<file path="src/rtl/cgp_output_profiler.sv">
// cgp_output_profiler: synchronises the CGP outputs, counts transitions per
// channel over a programmable window, then streams the results over valid/ready.
module cgp_output_profiler #(
  parameter  int N_CH        = 10,
  parameter  int CNT_W       = 16,
  parameter  int WIN_W       = 20,
  parameter  int SYNC_STAGES = 2,
  localparam int CH_W        = $clog2(N_CH)
) (
  input  logic             clk,
  input  logic             rst_n,
  input  logic             start,
  input  logic [WIN_W-1:0] win_len,
  input  logic [N_CH-1:0]  sig_in,
  output logic             busy,
  output logic             done,
  output logic             rd_valid,
  input  logic             rd_ready,
  output logic [CH_W-1:0]  rd_ch,
  output logic [CNT_W-1:0] rd_count,
  output logic             rd_level,
  output logic             rd_last
);

  localparam logic [1:0] S_IDLE    = 2'd0;
  localparam logic [1:0] S_FLUSH   = 2'd1;
  localparam logic [1:0] S_MEASURE = 2'd2;
  localparam logic [1:0] S_READOUT = 2'd3;

  localparam int FLUSH_LEN = SYNC_STAGES + 1;
  localparam int FL_W      = $clog2(FLUSH_LEN);
  localparam logic [FL_W-1:0] FLUSH_LAST = FL_W'(FLUSH_LEN - 1);
  localparam logic [CH_W-1:0] CH_LAST    = CH_W'(N_CH - 1);

  logic [SYNC_STAGES-1:0][N_CH-1:0] sync_q;
  logic [N_CH-1:0]                  prev_q;
  logic [N_CH-1:0]                  synced;
  logic [N_CH-1:0]                  edge_det;

  logic [1:0]                   state_q;
  logic [FL_W-1:0]              fcnt_q;
  logic [WIN_W-1:0]             win_q;
  logic [WIN_W-1:0]             wcnt_q;
  logic [N_CH-1:0][CNT_W-1:0]   cnt_q;
  logic [N_CH-1:0]              level_q;
  logic [CH_W-1:0]              ch_q;
  logic                         valid_q;
  logic                         done_q;
  logic                         xfer;
  logic                         last_beat;

  assign synced   = sync_q[SYNC_STAGES-1];
  assign edge_det = synced ^ prev_q;

  always_ff @(posedge clk or negedge rst_n) begin
    if (!rst_n) begin
      sync_q <= '0;
      prev_q <= '0;
    end else begin
      sync_q <= {sync_q[SYNC_STAGES-2:0], sig_in};
      prev_q <= synced;
    end
  end

  assign xfer      = valid_q & rd_ready;
  assign last_beat = (ch_q == CH_LAST);

  always_ff @(posedge clk or negedge rst_n) begin
    if (!rst_n) begin
      state_q <= S_IDLE;
      fcnt_q  <= '0;
      win_q   <= '0;
      wcnt_q  <= '0;
      cnt_q   <= '0;
      level_q <= '0;
      ch_q    <= '0;
      valid_q <= 1'b0;
      done_q  <= 1'b0;
    end else begin
      done_q <= 1'b0;
      case (state_q)
        S_IDLE: begin
          if (start && (win_len != '0)) begin
            state_q <= S_FLUSH;
            win_q   <= win_len;
            fcnt_q  <= '0;
            wcnt_q  <= '0;
            cnt_q   <= '0;
            level_q <= '0;
          end
        end
        S_FLUSH: begin
          if (fcnt_q == FLUSH_LAST) state_q <= S_MEASURE;
          else                      fcnt_q  <= fcnt_q + 1'b1;
        end
        S_MEASURE: begin
          for (int unsigned i = 0; i < N_CH; i++) begin
            if (edge_det[i] && (cnt_q[i] != '1)) cnt_q[i] <= cnt_q[i] + 1'b1;
          end
          // Final sample also captures levels and presents beat 0 next cycle.
          if (wcnt_q == win_q - 1'b1) begin
            level_q <= synced;
            state_q <= S_READOUT;
            valid_q <= 1'b1;
            ch_q    <= '0;
          end else begin
            wcnt_q <= wcnt_q + 1'b1;
          end
        end
        S_READOUT: begin
          if (xfer) begin
            if (last_beat) begin
              state_q <= S_IDLE;
              valid_q <= 1'b0;
              done_q  <= 1'b1;
              ch_q    <= '0;
            end else begin
              ch_q <= ch_q + 1'b1;
            end
          end
        end
        default: state_q <= S_IDLE;
      endcase
    end
  end

  // Beat payload is muxed from the frozen result arrays, so it is stable under backpressure.
  assign busy     = (state_q != S_IDLE);
  assign done     = done_q;
  assign rd_valid = valid_q;
  assign rd_ch    = ch_q;
  assign rd_count = valid_q ? cnt_q[ch_q] : '0;
  assign rd_level = valid_q & level_q[ch_q];
  assign rd_last  = valid_q & last_beat;

endmodule

</file>
<file path="config.mk">
export PLATFORM = sky130hd
export DESIGN_NAME = cgp_output_profiler
export DESIGN_NICKNAME = d
export VERILOG_FILES = /design/src/rtl/cgp_output_profiler.sv
export SDC_FILE = /design/constraint.sdc
export NUM_CORES = 1
export LEC_CHECK = 0
export BUFFER_PORTS_ARGS = -buffer_cell sky130_fd_sc_hd__buf_2
export CAP_MARGIN = 20
export CELL_PAD_IN_SITES_DETAIL_PLACEMENT = 0
export CELL_PAD_IN_SITES_GLOBAL_PLACEMENT = 1
export CORE_ASPECT_RATIO = 0.9
export CORE_MARGIN = 8
export CORE_UTILIZATION = 40
export CTS_CLUSTER_SIZE = 20
export DETAILED_ROUTE_END_ITERATION = 12
export PLACE_DENSITY_LB_ADDON = 0.1
export SLEW_MARGIN = 0
export SYNTH_ARGS = -nofsm -noshare
export SYNTH_HDL_FRONTEND = slang
export SYNTH_SLANG_ARGS = --single-unit
</file>
<file path="constraint.sdc">
create_clock -name clk -period 3.8 [get_ports clk]
set_clock_uncertainty 0.15 [all_clocks]
set_input_delay 0.57 -clock clk [delete_from_list [all_inputs] [get_ports clk]]
set_output_delay 0.57 -clock clk [all_outputs]
set_load 0.02 [all_outputs]
</file>
==> results.toml <==
[floorplanning]
die_area_mm2 = 0.04143
fp.dieW_um = 213.7
coreArea_mm2 = 0.03489
start_util_pct = 40.31
io_pins = 59
num_rows = 65
die_h_um = 193.9

[grt]
grt_pass1_vias = 10980
grt-ovfl-total = 0
grt_use_total_pct = 19.79
met2_usage_pct = 31.37
grt_max_degree = 93
grtUsageMet3_pct = 2.376
antenna_found_initial = 0
grt_first_pass_wirelength_um = 65040
met1_usage_pct = 28.76
top_usage_layer = "met2"

[routing]
drtPass1Iterations = 5
drc = 0
vias = 11030
first_iter_violations = 702
wirelength_um = 40260
antenna_left = 0
wl_per_cell_um = 19.88
viasPerCell = 5.448

[setup_path]
required_ns = 4.10
slowest_delay_ns = 0.55
setup.worst_path.start_class = "register"
crit_type = "reg2reg"
reg2reg_to = "level_q[1]"
r2r_start = "win_q[0]"
cp-end-kind = "register"
crit_chain = "inv_1 > ha_1 > or4b_4 > nor4_4 > mux2i_1 > or3b_1 > a22oi_2 > and3_1 > buf_12 > mux2i_1 > o21ai_1"
cp_max_fo = 9
worstRegToRegCells = 11
rrSetupSlack_ns = 0.24
cpMostUsedCell = "mux2i_1"
worstPathArrival_ns = 3.86
slowest_stage = "or4b_4"
crit_buf_inv = 2
cp_top_family = "simple AND/OR/NAND/NOR gates"

[sta]
finalHoldViolCount = 0
fin_ws_ns = 0.2400
slew-limit-headroom_pct = 26.27
clock.fmax_mhz = 280.9
rsz0062_at_grt = "no"
worstMarginPinSlew_ns = 1.106
period_share_pct = 93.68
finalCriticalPeriod_ns = 3.560
final_max_slew_viol_count = 0
setup_violations = 0
fin_tns_setup_ns = 0

[clock_network]
worstSkewPairLatency_ns = 0.57
clock_path_buffers = 3
cts_tree = "yes"
numCtsBuffers = 30
root_buffer = "clkbuf_16"
h-tree-depth = 1
numClockSinks = 250
cts.clk_slew.worst_paths_ns = 0.06

[synth]
netlist.area_leader.share_pct = 44.48
synthCells = 1471
yosysWarningCount = 0
synth_top_area_cell = "dfrtp_1"
yosys.cell_types.count = 71
synth-edff-count = 0
syn_avg_cell_area_um2 = 9.561
synth_seq_cells = 250
yosysSeqAreaShare_pct = 44.48
synthesis.area_mm2 = 0.01406
ys_async_sr_fraction_pct = 100.0
synth_area_leaders = "dfrtp_1 (44%), mux4_2 (5.4%), xnor2_1 (5.2%)"
syn-num-nets = 1525
synthFlopType = "dfrtp_1"

[worst_hold_path]
min_to = "win_q[4]"
holdPathStages = 3
worstHoldStart = "win_len[4]"
hp-class = "in2reg"

[final_layout]
antenna_cells = 0
nFillCells = 3322
final_layout_size_suffix_gt1_share_pct = 12.79
nets = 1587
syn_to_final_growth_pct = 14.71

[status]
outcome = "finished clean"

[placed_design]
routabilityCongestion = 0.8293
place.detailed.hpwl_um = 28650
dp_worst_setup_slack_ns = 0.2525
portBuffers = 58

[pwr]
power_density_mw_per_mm2 = 480.6
leakage_nw = 6.806
ir_worst_vdd_uv = 310.5

[flow_run]
cap_violations = 0
-- cells in the mapped netlist (4+ instances only) --
master	number
nor4_1	17
nor3_1	56
a22oi_1	8
mux2i_1	53
a21oi_1	40
o21a_1	6
dfrtp_1	250
and4_1	16
xor2_1	59
and2_1	18
nor2b_1	7
nor2_1	185
nand2b_1	9
or3_1	42
ha_1	20
buf_1	8
o22a_1	17
nand3_1	71
mux4_2	34
nand4_1	32
inv_1	40
a31o_2	4
o31ai_1	7
o21ai_0	47
or4_1	12
buf_2	5
o21ai_1	22
nor3b_1	5
and3_1	20
clkbuf_1	53
xnor2_1	84
mux2_2	6
nand2_1	162
-- registers in the layout, indices dropped and copies added, names as in the netlist --
signal,count
sync_q,10
done,1
level_q,10
win_q,20
cnt_q,160
wcnt_q,20
rd_valid,1
rd_ch,4
prev_q,10
synced,10
fcnt_q,2
state_q,2
-- power by group --
part	switching (mW)	leakage (nW)	total [mW]	internal, mW
clock	1.19	0.537	3.10	1.91
sequential	0.508	3.25	3.49	2.98
combinational	0.622	3.02	1.16	0.539
-- kinds of logic (layout without fill, tap and decap cells) --
family	count (synthesis)	count (layout)	synth area share, %
adders and majority gates	20	20	1.779
muxes	97	97	10.04
AOI/OAI and AO/OA	181	181	8.185
and+or+nand+nor	669	669	23.33
buffers and inverters	111	196	3.283
xor gates and xnor gates	143	143	8.905
DFF	250	250	44.48
-- placed cells by master, fill, tap and decap left out, drive strengths merged, types with 12 or more instances in the layout --
cell	count
dfrtp	250
nor2	185
nand2	162
buf	90
xnor2	84
nand3	72
o21ai	70
xor2	59
nor3	56
mux2i	53
clkbuf	45
or3	42
a21oi	41
inv	40
mux4	34
nand4	32
and3	20
ha	20
nor4	19
and2	18
o22a	17
and4	16
or4	12
-- worst max-delay path by stage --
stage,depth (start not counted),startpoint,slack [ns],to
floorplan,7,rd_ch[0],0.30,rd_count[10]
CTS,7,rd_ch[0],0.18,rd_count[15]
detailed placement,11,win_q[0],0.25,level_q[5]
finish,11,win_q[0],0.24,level_q[1]
global placement,11,win_q[0],0.32,level_q[7]
global route,11,win_q[0],0.01,level_q[5]
-- area by class of cell --
class	instances	area, um2	area share (%)
multi-input combinational	1110	7361	45.62
timing repair buffer	101	700.7	4.343
clock inverter	10	127.6	0.7910
tap	469	586.8	3.637
sequential	250	6260	38.80
inverter	40	150.1	0.9306
clock buffer	45	948.4	5.878
-- worst reg2reg max path: stages (launching register included) --
cell	delay (ns)
dfrtp_1	0.41
inv_1	0.09
ha_1	0.20
or4b_4	0.55
nor4_4	0.38
mux2i_1	0.12
or3b_1	0.39
a22oi_2	0.23
and3_1	0.46
buf_12	0.20
mux2i_1	0.19
o21ai_1	0.07
-- metrics by stage --
step	instances	hold WS (ns)	utilization [%]	area, um2	total power [mW]
floorplan	1471	0.1244	-	14060	4.175
global placement	1959	0.1835	42.83	14940	4.663
detailed placement	1959	0.1847	42.83	14940	4.683
CTS	2025	0.03422	46.23	16130	7.838
global route	2025	0.05417	46.24	16130	8.154
finish	2025	0.06579	46.24	16130	7.754
-- routing by layer --
metal / wire [um] / up-vias
met5: 0 / -
met4: 704 / 0
met1: 19580 / 5497
li1: - / 5318
met3: 1264 / 47
met2: 18710 / 170
-- what timing repair did --
action / 4_1_cts / 5_1_grt
setup buffers: 0 / 0
hold buffers: 11 / 0
endpoints found under the setup margin: 0 / 11
hold endpoints to repair: 93 / 0
resized for setup: 0 / 1
Note: power is estimated with default switching activity, not from simulation.
